===== config.mk =====
export PLATFORM = sky130hd
export DESIGN_NAME = qbus_dma_requester
export DESIGN_NICKNAME = d
export VERILOG_FILES = /design/src/rtl/qbus_pkg.sv /design/src/rtl/qbus_sync.sv /design/src/rtl/qbus_dma_requester.sv
export SDC_FILE = /design/constraint.sdc
export NUM_CORES = 1
export LEC_CHECK = 0
export CORE_UTILIZATION = 52
export DETAILED_ROUTE_END_ITERATION = 8
export PLACE_DENSITY = 0.8
export SLEW_MARGIN = 40
export SYNTH_ARGS = -nofsm -noshare
export SYNTH_HDL_FRONTEND = slang
export SYNTH_HIERARCHICAL = 1
export SYNTH_SLANG_ARGS = --single-unit

===== constraint.sdc =====
create_clock -name clk -period 2.7 [get_ports clk]
set_clock_uncertainty 0.1 [all_clocks]
set_input_delay 0.54 -clock clk [delete_from_list [all_inputs] [get_ports clk]]
set_output_delay 0.54 -clock clk [all_outputs]
set_load 0.005 [all_outputs]

===== src/rtl/qbus_pkg.sv =====
// Shared QBUS definitions: DMA requester state encoding and bus level constants.
// Bus signals are active-low levels, so ASSERTED is 0 and NEGATED is 1.
package qbus_pkg;

    localparam logic ASSERTED = 1'b0;
    localparam logic NEGATED  = 1'b1;

    typedef enum logic [2:0] {
        IDLE   = 3'd0,
        PASS   = 3'd1,
        REQ    = 3'd2,
        ACK    = 3'd3,
        MASTER = 3'd4,
        REL    = 3'd5
    } dma_state_e;

endpackage


===== src/rtl/qbus_sync.sv =====
// Multi-flop synchronizer for one asynchronous, active-low QBUS input.
// Ports: clk, reset (async, active-high, flops preset to 1 = negated), d (raw), q (synced).
module qbus_sync #(
    parameter int STAGES = 2
) (
    input  logic clk,
    input  logic reset,
    input  logic d,
    output logic q
);

    logic [STAGES-1:0] ff_q;
    logic [STAGES-1:0] ff_d;

    always_comb begin
        ff_d = {ff_q[STAGES-2:0], d};
    end

    always_ff @(posedge clk or posedge reset) begin
        if (reset) begin
            ff_q <= '1;
        end else begin
            ff_q <= ff_d;
        end
    end

    assign q = ff_q[STAGES-1];

endmodule


===== src/rtl/qbus_dma_requester.sv =====
// QBUS DMA bus requester: raises BDMR, absorbs or passes the grant chain, asserts BSACK,
// waits for bus idle and hands mastership to the local engine until dma_done.
// Ports: clk, reset; bus inputs BINIT/BDMGI/BSYNC/BRPLY (async, active-low);
// bus outputs BDMR/BSACK/BDMGO (active-low); engine side dma_req, dma_done, dma_grant,
// dma_timeout.
module qbus_dma_requester
    import qbus_pkg::*;
#(
    parameter int SYNC_STAGES   = 2,
    parameter int GRANT_TIMEOUT = 1024,
    parameter int TMO_W         = 11
) (
    input  logic clk,
    input  logic reset,
    input  logic BINIT,
    input  logic BDMGI,
    input  logic BSYNC,
    input  logic BRPLY,
    output logic BDMR,
    output logic BSACK,
    output logic BDMGO,
    input  logic dma_req,
    input  logic dma_done,
    output logic dma_grant,
    output logic dma_timeout
);

    localparam logic [TMO_W-1:0] TMO_LAST = TMO_W'(GRANT_TIMEOUT - 1);

    logic gi;
    logic sy;
    logic rp;
    logic in_sync;

    dma_state_e       state_q, state_d;
    logic [TMO_W-1:0] cnt_q, cnt_d;
    logic             bdmr_q, bdmr_d;
    logic             bsack_q, bsack_d;
    logic             bdmgo_q, bdmgo_d;
    logic             grant_q, grant_d;
    logic             tmo_q, tmo_d;

    qbus_sync #(.STAGES(SYNC_STAGES)) u_sync_init (
        .clk(clk), .reset(reset), .d(BINIT), .q(in_sync)
    );
    qbus_sync #(.STAGES(SYNC_STAGES)) u_sync_dmgi (
        .clk(clk), .reset(reset), .d(BDMGI), .q(gi)
    );
    qbus_sync #(.STAGES(SYNC_STAGES)) u_sync_sync (
        .clk(clk), .reset(reset), .d(BSYNC), .q(sy)
    );
    qbus_sync #(.STAGES(SYNC_STAGES)) u_sync_rply (
        .clk(clk), .reset(reset), .d(BRPLY), .q(rp)
    );

    always_comb begin
        state_d = state_q;
        cnt_d   = cnt_q;
        tmo_d   = 1'b0;
        bdmgo_d = NEGATED;

        if (in_sync == ASSERTED) begin
            state_d = IDLE;
            cnt_d   = '0;
        end else begin
            unique case (state_q)
                IDLE: begin
                    bdmgo_d = gi;
                    // A grant arriving while idle belongs downstream, even
                    // if a local request shows up in the same cycle.
                    if (gi == ASSERTED) begin
                        state_d = PASS;
                    end else if (dma_req) begin
                        state_d = REQ;
                        cnt_d   = '0;
                    end
                end
                PASS: begin
                    bdmgo_d = gi;
                    if (gi == NEGATED) begin
                        state_d = IDLE;
                    end
                end
                REQ: begin
                    if (gi == ASSERTED) begin
                        state_d = ACK;
                    end else if (!dma_req) begin
                        state_d = IDLE;
                    end else if (cnt_q == TMO_LAST) begin
                        state_d = IDLE;
                        tmo_d   = 1'b1;
                    end else if (cnt_q != '1) begin
                        cnt_d = cnt_q + TMO_W'(1);
                    end
                end
                ACK: begin
                    if (sy == NEGATED && rp == NEGATED) begin
                        state_d = MASTER;
                    end
                end
                MASTER: begin
                    if (dma_done) begin
                        state_d = REL;
                    end
                end
                REL: begin
                    if (gi == NEGATED) begin
                        state_d = IDLE;
                    end
                end
                default: begin
                    state_d = IDLE;
                end
            endcase
        end

        // Bus outputs follow the next state, so BDMR and BSACK can never
        // be asserted together and change on the same edge as the state.
        bdmr_d  = (state_d == REQ) ? ASSERTED : NEGATED;
        bsack_d = (state_d == ACK || state_d == MASTER) ? ASSERTED : NEGATED;
        grant_d = (state_d == MASTER);
    end

    always_ff @(posedge clk or posedge reset) begin
        if (reset) begin
            state_q <= IDLE;
            cnt_q   <= '0;
            bdmr_q  <= NEGATED;
            bsack_q <= NEGATED;
            bdmgo_q <= NEGATED;
            grant_q <= 1'b0;
            tmo_q   <= 1'b0;
        end else begin
            state_q <= state_d;
            cnt_q   <= cnt_d;
            bdmr_q  <= bdmr_d;
            bsack_q <= bsack_d;
            bdmgo_q <= bdmgo_d;
            grant_q <= grant_d;
            tmo_q   <= tmo_d;
        end
    end

    assign BDMR        = bdmr_q;
    assign BSACK       = bsack_q;
    assign BDMGO       = bdmgo_q;
    assign dma_grant   = grant_q;
    assign dma_timeout = tmo_q;

endmodule


==> metrics, run 1 <==
Syn Nets=136; Max FO, Critical Path=14; IO Port Bufs=12; Mapped Cells=127; r2r endpoint=cnt_q[4]; GRT overflow=0; CTS max path bufs=2; final setup vio count=0; total core area=2300 µm²; post-DP HPWL=1620 µm; Layout Utilization=63.5%; Final Hold Viols=0; Post-Syn Area=1330 µm²; final setup margin=0.651 ns; H-tree Lvls=1; chip height=52.5 µm; Final Wtd Congestion=0.831; CP max-delay cell=a2111oi_4; Root Driver=clkbuf_4; CP peak stage delay=0.67 ns; post-layout net count=144; Reg2Reg Setup Slack=0.65 ns; io pins=13; share of cells above drive strength 1=13.4%; Fmax achieved=488 MHz; global-route wire length before repair=4030 µm; Rows=17; Yosys Warn Count=6; Total Wirelength=2310 µm; clock-pin slew on the worst setup and hold paths=0.14 ns; Routed Antenna Nets=0; Post-DP Area=1430 µm²; Worst setup SP type=flip-flop; worst-path cell chain=nand4bb_1 -> a2111oi_4 -> o31ai_1 -> o41ai_1; sequential cell area=689 µm²; Final Critical Period=2.05 ns; LEAKAGE=0.000605 µW; Crit Path Class=reg -> reg; number of fill cells=190; TritonCTS clock tree=done; ys async rst share=100%; Seq/Total Area, Yosys=52.0%; Reg-to-Reg Start=state_q[2]; period utilization=75.9%; Area Overhead vs Synth=9.91%; number of gates resized after cts=0; unique cell type count in the Yosys netlist=40; fin area=1460 µm²; Placement Setup Slack=0.338 ns; DR WL/cell=14.3 µm; total CTS buffers=3; Worst EP arrival=2.17 ns; Die Area=2760 µm²; most common flop cell mapped by yosys=dfrtp_1; Seq cells post-synth=27; Max Cap Viol=0; Tightest Hold Check Type=reg -> reg; CTS Hold Bufs=0; peak supply drop=396 µV; DR vias/cell=6.14; RSZ-0062 raised after global routing=false; CTS sink count=27; Final TNS setup=0 ns; vias in the first global route=900; Final Max Slew Viols=0; status=finished, final reports clean; Worst setup EP type=flip-flop; Hold Startpoint=u_sync_sync/ff_q[0]; Slew HR=51.9%; total power per unit cell area=464 nW/µm²; via count=995; largest net degree at the start of global routing=22; Reg2Reg Depth=4; Least-Margin Pin Slew=0.721 ns; Iteration-0 DRC Markers=25; postcts setup bufs=0; Post-synth EDFFs=0; gr usage total=20.3%; initial core utilization=57.7%; Die X=52.5 µm; drt drc=0; Crit. Startpoint=state_q[2]; Detailed Routing Iterations Pass 1=4; CP top delay family=compound AO/OA/AOI/OAI gates; initial antenna violation count=0; area occupied by multi-input gates=552 µm²; CP bufs+invs=0; Critical path destination=cnt_q[4]; Post-Syn Area per Cell=10.4 µm²; Critical Path RT=2.82 ns; CP Depth=4; later-pin clock latency in the skew report=0.33 ns; antenna diode count=0
## layout by cell type (no fill, tap or decap), types with 3 or more instances in the layout
master / count
clkdlybuf4s50_1: 12
dfrtp_1: 16
nor4_1: 3
inv_1: 7
a21oi_1: 5
nand3_1: 3
o31ai_1: 7
nor2_1: 7
dfstp_2: 11
o41ai_1: 7
nand2_1: 12
clkbuf_4: 3
## cell type report
type,instances,area share (%)
Tap cell,28,2.40
Clock buffer,3,1.55
Multi-Input combinational cell,83,37.9
Sequential cell,27,47.3
Inverter,7,1.80
Timing Repair Buffer,13,8.76
Clock inverter,1,0.343
## synthesized netlist by cell type (all sizes together) (2+ instances only)
master | count | area [µm²]
nand4 | 2 | 12.5
o22ai | 2 | 12.5
and3 | 2 | 12.5
nand2 | 12 | 45.0
a21oi | 5 | 25.0
o31ai | 7 | 52.6
o31a | 2 | 17.5
nor2b | 2 | 12.5
buf | 10 | 58.8
nor4 | 3 | 18.8
o41ai | 7 | 61.3
nor3 | 2 | 10.0
dfstp | 11 | 289
and2 | 2 | 12.5
dfrtp | 16 | 400
nor4bb | 2 | 20.0
a31oi | 2 | 12.5
nor3b | 2 | 15.0
o21ai | 3 | 15.0
nor2 | 7 | 26.3
inv | 7 | 26.3
nand2b | 2 | 12.5
nand3 | 3 | 15.0
## routing by layer
metal  GRT usage [%]  wire, µm  vias up
met2            32.5      1120       25
met1            26.1      1060      481
met4            10.5        46        0
li1                -         -      484
met5               0         0        -
met3            3.48        86        5
## state kept, by name, indices dropped and copies added (netlist names)
register / cells
BDMGO: 1
BDMR: 1
BSACK: 1
cnt_q: 11
dma_grant: 1
dma_timeout: 1
state_q: 3
u_sync_dmgi/ff_q: 2
u_sync_init/ff_q: 2
u_sync_rply/ff_q: 2
u_sync_sync/ff_q: 2
## where the power goes
part | leakage, µW | switching [µW] | total [µW] | internal [µW]
Sequential | 0.000338 | 16.0 | 439 | 423
Clock | 0.0000177 | 117 | 172 | 55.7
Combinational | 0.000250 | 34.1 | 65.6 | 31.5
Total | 0.000605 | 167 | 677 | 510
## how the worst min path moves through the flow
stage                          end  slack, ns  depth (start not counted)
4_1_cts        u_sync_sync/ff_q[1]       0.27                          0
3_3_place_gp   u_sync_init/ff_q[1]       0.25                          0
6_report       u_sync_sync/ff_q[1]       0.26                          0
2_1_floorplan  u_sync_dmgi/ff_q[1]       0.25                          0
3_5_place_dp   u_sync_rply/ff_q[1]       0.25                          0
5_1_grt        u_sync_init/ff_q[1]       0.27                          0
## metrics by stage
step / power, µW / hold slack, ns / instances
2_1_floorplan: 488 / 0.245 / 127
3_3_place_gp: 509 / 0.247 / 158
3_5_place_dp: 512 / 0.248 / 158
4_1_cts: 689 / 0.268 / 162
5_1_grt: 712 / 0.273 / 162
6_report: 677 / 0.263 / 162
## cell families (layout without fill, tap and decap cells)
| kind of cell | after synthesis | in the layout | synth area share (%) |
|---|---|---|---|
| AO/OA/AOI/OAI | 35 | 35 | 20.6 |
| AND/OR/NAND/NOR | 46 | 46 | 19.2 |
| adder cells (fa/ha/maj) | 1 | 1 | 0.943 |
| buffers and inverters | 17 | 24 | 6.42 |
| multiplexers | 1 | 1 | 0.849 |
| flip-flops | 27 | 27 | 52.0 |
Power figures use the tool's default switching activity.
==> run 2: changes to the inputs <==
clock period = 2.1 ns   (was 2.7 ns; I/O delays follow)
==> run 2 against run 1 <==
First-iteration DRC count fell by 60%. Die area unchanged. Via count up 2.5%. Count of clock-buffer cells in the layout unchanged.
==> metrics, run 2 (synthesis gave the netlist of run 1 again) <==
global-route wire length before repair=4220 µm (+4.6%); number of fill cells=182 (-4.2%); Final Max Slew Viols=0 (unchanged); final setup vio count=0 (unchanged); Crit Path Class=reg -> out; DR WL/cell=14.4 µm (+0.86%); via count=1020 (+2.5%); RSZ-0062 raised after global routing=false; share of cells above drive strength 1=18.3% (+4.9 points); total CTS buffers=3 (unchanged); IO Port Bufs=12 (unchanged); Top reg by flops=cnt_q; Reg2Reg Setup Slack=0.21 ns (-0.44 ns); CTS sink count=27 (unchanged); CP bufs+invs=1 (+1); Final Wtd Congestion=0.875 (+5.4%); Iteration-0 DRC Markers=10 (-60%); CP top delay family=flip-flops; Detailed Routing Iterations Pass 1=4 (unchanged); initial antenna violation count=0 (unchanged); postcts setup bufs=0 (unchanged); TritonCTS clock tree=done; total core area=2300 µm² (unchanged); Reg2Reg Depth=5 (+1); worst-path cell chain=clkdlybuf4s50_1; Layout Utilization=66.2% (+2.7 points); r2r endpoint=cnt_q[3]; Routed Antenna Nets=0 (unchanged); Reg-to-Reg Start=u_sync_dmgi/ff_q[1]; Area Overhead vs Synth=14.6%; GRT overflow=0 (unchanged); total power per unit cell area=591 nW/µm² (+27%); post-DP HPWL=1750 µm (+7.8%); Max Cap Viol=0 (unchanged); chip height=52.5 µm (unchanged); Slew HR=66.9% (+15 points); max reg flops=11 (unchanged); vias in the first global route=953 (+5.9%); Tightest Hold Check Type=reg -> reg; post-layout net count=152 (+5.6%); Worst EP arrival=1.37 ns (-0.80 ns); Total Wirelength=2450 µm (+5.8%); Final TNS setup=0 ns (unchanged); period utilization=90.0%; Final Hold Viols=0 (unchanged); Root Driver=clkbuf_4; clock-pin slew on the worst setup and hold paths=0.15 ns (about the same); status=finished, final reports clean; Rows=17 (unchanged); LEAKAGE=0.000643 µW (+6.1%); gr usage total=21.2% (+0.88 points); later-pin clock latency in the skew report=0.34 ns (about the same); hold depth=0 (unchanged); Final Critical Period=1.89 ns; antenna diode count=0 (unchanged); final setup margin=0.210 ns (-0.441 ns); CP peak stage delay=0.55 ns (-0.12 ns); Regs by FF count=cnt_q x11, state_q x3; Fmax achieved=529 MHz; Worst setup EP type=output pin; Hold Path End=u_sync_init/ff_q[1]; Placement Setup Slack=-0.0570 ns (-0.395 ns); commonest cells after routing, fill and taps aside=dfrtp_1 (16), nand2_1 (12), clkdlybuf4s50_1 (12); sequential cell area=689 µm² (unchanged); WHS=0.268 ns (+0.00489 ns); most common cell after layout, fill and taps aside=dfrtp_1; Die X=52.5 µm (unchanged); CP max-delay cell=dfstp_2; H-tree Lvls=1 (unchanged); Hold Startpoint=u_sync_init/ff_q[0]; Least-Margin Pin Slew=0.489 ns (-0.232 ns); Die Area=2760 µm² (unchanged); io pins=13 (unchanged); number of gates resized after cts=0 (unchanged); Worst setup SP type=flip-flop; Max FO, Critical Path=1 (-13); area occupied by multi-input gates=552 µm² (unchanged); CTS Hold Bufs=0 (unchanged); CTS max path bufs=2 (unchanged); initial core utilization=57.7% (unchanged); largest net degree at the start of global routing=20 (-9.1%); peak supply drop=507 µV (+28%); Critical Path RT=1.58 ns (-1.24 ns); drt drc=0 (unchanged); DR vias/cell=6.00 (-2.3%)
run 2: layer usage:
metal	part of all wire, %	vias up	routed length (µm)	global-route usage, %
met2	49	26	1200	33.8
met3	3.5	4	86	3.48
met4	1.5	0	36	8.33
met5	0	-	0	0
met1	46	489	1120	28.7
li1	-	501	-	-
run 2: stage by stage:
step / power (µW) / cell area (µm²) / instances
6_report: 899 / 1520 / 170
5_1_grt: 940 / 1520 / 170
4_1_cts: 906 / 1520 / 170
3_5_place_dp: 672 / 1490 / 166
3_3_place_gp: 668 / 1490 / 166
2_1_floorplan: 628 / 1330 / 127
run 2: cell type report:
| type | instances | area share, % |
|---|---|---|
| flip-flops and latches | 27 | 45.3 |
| inverters | 7 | 1.73 |
| multi-input cells | 83 | 36.3 |
| repair buffers | 21 | 12.3 |
| clock buffers | 3 | 1.48 |
| well taps | 28 | 2.30 |
| clock inverters | 1 | 0.494 |
run 2: worst max path at each step:
stage          endpoint           startpoint  cells past startpoint  slack, ns
2_1_floorplan  cnt_q[8]  u_sync_dmgi/ff_q[1]                      6       0.36
3_3_place_gp   cnt_q[8]              dma_req                      6       0.05
3_5_place_dp   cnt_q[3]              dma_req                      6      -0.06
4_1_cts           BSACK                BSACK                      1       0.19
5_1_grt        cnt_q[3]  u_sync_dmgi/ff_q[1]                      5       0.12
6_report          BSACK                BSACK                      1       0.21
run 2: where the power goes:
part	total [µW]	switching (µW)	internal, µW
Sequential	558	14.0	544
Clock	236	163	73.1
Combinational	105	53.3	51.3
Total	899	230	669
==> run 3: changes to the inputs <==
GPL_ROUTABILITY_DRIVEN = 0   (was default)
==> results of run 3 <==
No change in the layout: final DEF, timing and power equal those of run 2.
==> patch 1: new RTL, flow settings as in run 2 <==
Register the output `dma_timeout` once more, with the module's reset; this adds one clock of latency there. The other outputs are not delayed to match.
--- a/src/rtl/qbus_dma_requester.sv
+++ b/src/rtl/qbus_dma_requester.sv
@@ -145,7 +145,13 @@
     assign BSACK       = bsack_q;
     assign BDMGO       = bdmgo_q;
     assign dma_grant   = grant_q;
-    assign dma_timeout = tmo_q;
+    always_ff @(posedge clk or posedge reset) begin
+        if (reset) begin
+            dma_timeout <= '0;
+        end else begin
+            dma_timeout <= tmo_q;
+        end
+    end
 
 endmodule
 
Formal check against the unedited RTL: same outputs for any inputs over 10 cycles, from zero or initial values and one cycle with reset high; that may be too few to reach the edited logic, so the function may still have changed.
==> patch 1 against run 2 <==
- worst hold slack about the same
- sequential cell count up 1
- cell count rose by 0.59%
- final area rose by 1.2%
- sequential share of layout area up 1.1 points
- die area grew 1.9%
- power grew 2.9%
- synthesized area up 2.0%
- worst setup slack got worse by 0.040 ns
- routed wire length increased by 9.4%
- highest routed layer unchanged
==> patch 1: results (changes against run 2) <==
INFO  metric placed_cell_area = 0.001505 sq mm (was 0.001490 sq mm)
INFO  metric grt_start_max_net_pins = 16 (was 20)
INFO  metric timing.critical_path.max_delay_family = simple AND/OR/NAND/NOR gates (was flip-flops)
INFO  metric synth_top_cells_by_area = sky130_fd_sc_hd__dfrtp_1, sky130_fd_sc_hd__dfstp_2, sky130_fd_sc_hd__nand2_1 (was sky130_fd_sc_hd__dfrtp_1, sky130_fd_sc_hd__dfstp_2, sky130_fd_sc_hd__o41ai_1)
INFO  metric final_layout_size_suffix_gt1_share = 15.60% (was 18.31%)
INFO  metric via_count = 1067 (was 1020)
INFO  metric vdd_ir_drop_max = 0.0004092 V (was 0.0005071 V)
INFO  metric clockBufferDepth = 2 (unchanged)
INFO  metric layout.filler_cells = 204 (was 182)
INFO  metric timing.critical_path.slowest_stage_cell = sky130_fd_sc_hd__or3_1 (was sky130_fd_sc_hd__dfstp_2)
INFO  metric async_flop_share = 100.0% (unchanged)
INFO  metric cellLeakagePower = 0.6000 nW (was 0.6426 nW)
INFO  metric result_of_the_run = complete, no violations (unchanged)
INFO  metric worst_skew_pair.late_latency = 0.32 ns (was 0.34 ns)
INFO  metric worst_ep_arrival_time = 2.04 ns (was 1.37 ns)
INFO  metric dp_hpwl = 1.974 mm (was 1.748 mm)
INFO  metric critical_path_peak_fanout = 8 (was 1)
INFO  metric detail_route.iter0.violations = 33 (was 10)
INFO  metric final_nets = 151 (was 152)
INFO  metric global_route_wire_length_before_repair = 4.464 mm (was 4.215 mm)
INFO  metric avgRoutedWirePerCell = 15.65 microns (was 14.38 microns)
INFO  metric synthTopCellsByCount = sky130_fd_sc_hd__dfrtp_1, sky130_fd_sc_hd__nand2_1, sky130_fd_sc_hd__dfstp_2 (unchanged)
INFO  metric via_count_of_the_first_global_routing_pass = 980 (was 953)
INFO  metric slowest_delay = 0.51 ns (was 0.55 ns)
INFO  metric synth_sequential_area_ratio = 52.82% (was 51.98%)
INFO  metric slew_headroom = 62.98% (was 66.93%)
INFO  metric gp_congestion = 0.9520 (was 0.8754)
INFO  metric track_usage = 22.25% (was 21.20%)
INFO  metric dpl_worst_slack = 0.1192 ns (was -0.05696 ns)
INFO  metric wire_length_after_detailed_routing = 2.676 mm (was 2.445 mm)
INFO  metric netlist-cell-type-count = 42 (was 40)
INFO  metric cts-htree-levels = 1 (unchanged)
INFO  metric dr.pass1.iters = 4 (unchanged)
## patch 1: cell types whose count changed in the layout (fill, tap and decap cells not counted), sizes merged, moves of 5 or more
cell,change
o31ai,-7
nor2,-5
buf,-6
o41ai,-6
## patch 1: final timing paths
check                           startpoint     endpoint  slack (ns)
max in group asynchronous            reset     cnt_q[1]        1.01
worst min register to register       tmo_q  dma_timeout        0.27
worst max-delay path              cnt_q[0]     cnt_q[7]        0.17
worst min-delay path                 tmo_q  dma_timeout        0.27
min in group asynchronous            reset   state_q[1]        0.39
worst max register to register    cnt_q[0]     cnt_q[7]        0.17
## patch 1: final cells by class
class / count / area [sq um] / share of cell area (%)
repair buffers: 15 / 142.6 / 9.268
inverters: 10 / 37.54 / 2.439
well taps: 30 / 37.54 / 2.439
multi-input cells: 84 / 580.6 / 37.72
flip-flops and latches: 28 / 714.4 / 46.42
clock buffers: 4 / 26.28 / 1.707
## patch 1: logic make-up after synthesis
group           count (synthesis)  share of synthesized area [%]
compound gates                 34                          18.59
fa+ha+maj                       1                         0.9249
flops                          28                          52.82
simple gates                   44                          19.06
buf+inv                        15                          4.811
mux                             5                          3.793
## patch 1: routing by layer
layer	GRT usage, %	wire length (microns)
met1	29.60	1166
met2	36.71	1316
met3	2.874	139
met4	8.333	53
met5	0	0
## patch 1: where the power goes
part           internal [W]  switching (W)
Combinational     0.0000560      0.0000566
Sequential         0.000567      0.0000214
Clock             0.0000745       0.000150
Total              0.000698       0.000228
## patch 1: worst reg2reg max path: stages, from the launching register on
cell,delay [ns]
sky130_fd_sc_hd__dfrtp_1,0.43
sky130_fd_sc_hd__ha_1,0.23
sky130_fd_sc_hd__nand3_2,0.17
sky130_fd_sc_hd__or3_1,0.51
sky130_fd_sc_hd__o21ai_4,0.24
sky130_fd_sc_hd__o2bb2ai_1,0.12
==> patch 2: new RTL, config.mk and constraints of run 2 <==
Made on the original files. Set the parameter `TMO_W` to 22 (it was 11).
--- a/src/rtl/qbus_dma_requester.sv
+++ b/src/rtl/qbus_dma_requester.sv
@@ -8,7 +8,7 @@
 #(
     parameter int SYNC_STAGES   = 2,
     parameter int GRANT_TIMEOUT = 1024,
-    parameter int TMO_W         = 11
+    parameter int TMO_W         = 22
 ) (
     input  logic clk,
     input  logic reset,
Formal check against the unedited RTL: no difference found for any inputs over 10 cycles, from zero or initial values and one cycle with reset high; that may be too few to reach the edited logic, so the function may still have changed.
==> patch 2 against run 2 <==
- the run now ends with setup timing left
- first-iteration DRC count grew to 19 times the old value
- routed wire length is 120% higher
- sequential cell count is 11 higher
- cell count is 85% higher
- power is 61% higher
- final area is 78% higher
- critical endpoint is now cnt_q[8]
- largest cell class is now multi-input combinational cells
- global-route usage is 4.9 points higher
- worst setup slack worse by 0.30 ns
- utilization is 6.8 points higher
- worst hold slack worse by 0.0086 ns
- via count is 92% higher
- synthesized area is 53% higher
==> patch 2: results (changes against run 2) <==
INFO  metric largestRegisters = cnt_q (22), state_q (3) (was cnt_q (11), state_q (3))
INFO  metric slew_headroom = 69.88% (was 66.93%)
INFO  metric vdd_ir_drop_max = 0.0005301 V (was 0.0005071 V)
INFO  metric via_count_of_the_first_global_routing_pass = 1836 (was 953)
INFO  metric grt_start_max_net_pins = 31 (was 20)
INFO  metric via_count = 1960 (was 1020)
INFO  metric ff2ff_path_depth = 7 (was 5)
INFO  metric synth_sequential_area_ratio = 47.48% (was 51.98%)
INFO  metric clock-root-buffer = sky130_fd_sc_hd__clkbuf_8 (was sky130_fd_sc_hd__clkbuf_4)
INFO  metric worst_setup_path_endpoint = cnt_q[8] (was BSACK)
INFO  metric global_route_wire_length_before_repair = 8.376 mm (was 4.215 mm)
INFO  metric synth_top_cells_by_area = sky130_fd_sc_hd__dfrtp_1, sky130_fd_sc_hd__dfstp_2, sky130_fd_sc_hd__o31ai_1 (was sky130_fd_sc_hd__dfrtp_1, sky130_fd_sc_hd__dfstp_2, sky130_fd_sc_hd__o41ai_1)
INFO  metric p_sw_share = 24.53% (was 25.62%)
INFO  metric timing.critical_path.slowest_stage_cell = sky130_fd_sc_hd__or4_4 (was sky130_fd_sc_hd__dfstp_2)
INFO  metric final_nets = 275 (was 152)
INFO  metric cts-htree-levels = 2 (was 1)
INFO  metric cellLeakagePower = 1.181 nW (was 0.6426 nW)
INFO  metric timing_worst_setup_path_type = reg2reg (was reg2out)
INFO  metric failed_checks = setup timing
INFO  metric dr.pass1.iters = 5 (was 4)
INFO  metric worst_skew_pair.late_latency = 0.29 ns (was 0.34 ns)
INFO  metric dp_hpwl = 3.451 mm (was 1.748 mm)
INFO  metric track_usage = 26.11% (was 21.20%)
INFO  metric result_of_the_run = complete, but fails checks (was complete, no violations)
INFO  metric critical_path_peak_fanout = 5 (was 1)
INFO  metric yosys.area.top_type_share = 33.25% (was 30.19%)
INFO  metric worst_ep_arrival_time = 2.33 ns (was 1.37 ns)
INFO  metric syn_nets = 218 (was 136)
INFO  metric fin_ws = -0.09364 ns (was 0.2104 ns)
INFO  metric number_of_setup_violations_in_the_final_report = 18 (was 0)
INFO  metric gp_congestion = 0.8770 (was 0.8754)
INFO  metric dpl_worst_slack = -0.2127 ns (was -0.05696 ns)
==> patch 2: power by group through the flow <==
stage               Sequential [W]  Clock, W  Combinational (W)
finish                    0.000763  0.000532           0.000150
global route              0.000765  0.000566           0.000163
CTS                       0.000763  0.000540           0.000136
detailed placement        0.000777         0           0.000124
global placement          0.000776         0           0.000121
floorplan                 0.000774         0          0.0000701
==> patch 2: cell type report <==
type,count,area (sq um)
multi-input cells,151,1041
fillers,258,1006
flip-flops and latches,38,964.7
repair buffers,60,511.7
clock buffers,6,82.58
well taps,48,60.06
inverters,10,37.54
clock inverters,2,12.51
==> patch 2: how the worst min path moves through the flow <==
| stage | startpoint | to | slack [ns] | cells after the start |
|---|---|---|---|---|
| after global routing | u_sync_sync/ff_q[0] | u_sync_sync/ff_q[1] | 0.26 | 0 |
| final | u_sync_init/ff_q[0] | u_sync_init/ff_q[1] | 0.26 | 0 |
| after floorplan | reset | u_sync_dmgi/ff_q[0] | 0.23 | 1 |
| after global placement | u_sync_init/ff_q[0] | u_sync_init/ff_q[1] | 0.25 | 0 |
| after CTS | u_sync_sync/ff_q[0] | u_sync_sync/ff_q[1] | 0.26 | 0 |
| after detailed placement | u_sync_init/ff_q[0] | u_sync_init/ff_q[1] | 0.25 | 0 |
==> patch 2: what timing repair did <==
item                                    CTS  global route
cloned                                    0             1
endpoints found under the setup margin   22            22
setup buffers                             3             3
hold buffers                              0             0
gates resized for setup                   9            20
pin swaps                                 2             9
==> patch 2: logic make-up (layout without fill, tap and decap cells) <==
| family | count (synthesis) | count (layout) | share of synthesized area [%] |
|---|---|---|---|
| AND/OR/NAND/NOR | 92 | 92 | 27.46 |
| AO/OA/AOI/OAI | 58 | 58 | 19.03 |
| flip-flops | 38 | 38 | 47.48 |
| buffers and inverters | 20 | 78 | 5.418 |
| adder cells (fa/ha/maj) | 1 | 1 | 0.6157 |
==> patch 2: routing by layer <==
metal	GRT usage, %	routed length, microns	share of wire [%]
met1	35.15	2299	43
met3	6.338	371	6.9
met4	7.500	127	2.3
met5	0	0	0
met2	41.71	2610	48
==> patch 2: critical path, delay by kind of cell, from the launching register on <==
kind | cells | cell delay [ns]
AND/OR/NAND/NOR | 2 | 0.89
buffers and inverters | 2 | 0.24
AO/OA/AOI/OAI | 3 | 0.53
flip-flops | 1 | 0.38
==> patch 2: metrics by stage <==
stage / setup TNS (ns) / utilization [%] / instances / total power, W / instance area [sq um]
after floorplan: 0 / - / 209 / 0.0008441 / 2038
after global placement: -2.212 / 65.99 / 300 / 0.0008973 / 2452
after detailed placement: -3.524 / 65.99 / 300 / 0.0009005 / 2452
after CTS: -0.3745 / 70.74 / 311 / 0.001439 / 2629
after global routing: -2.109 / 72.93 / 315 / 0.001494 / 2710
final: -1.061 / 72.93 / 315 / 0.001445 / 2710
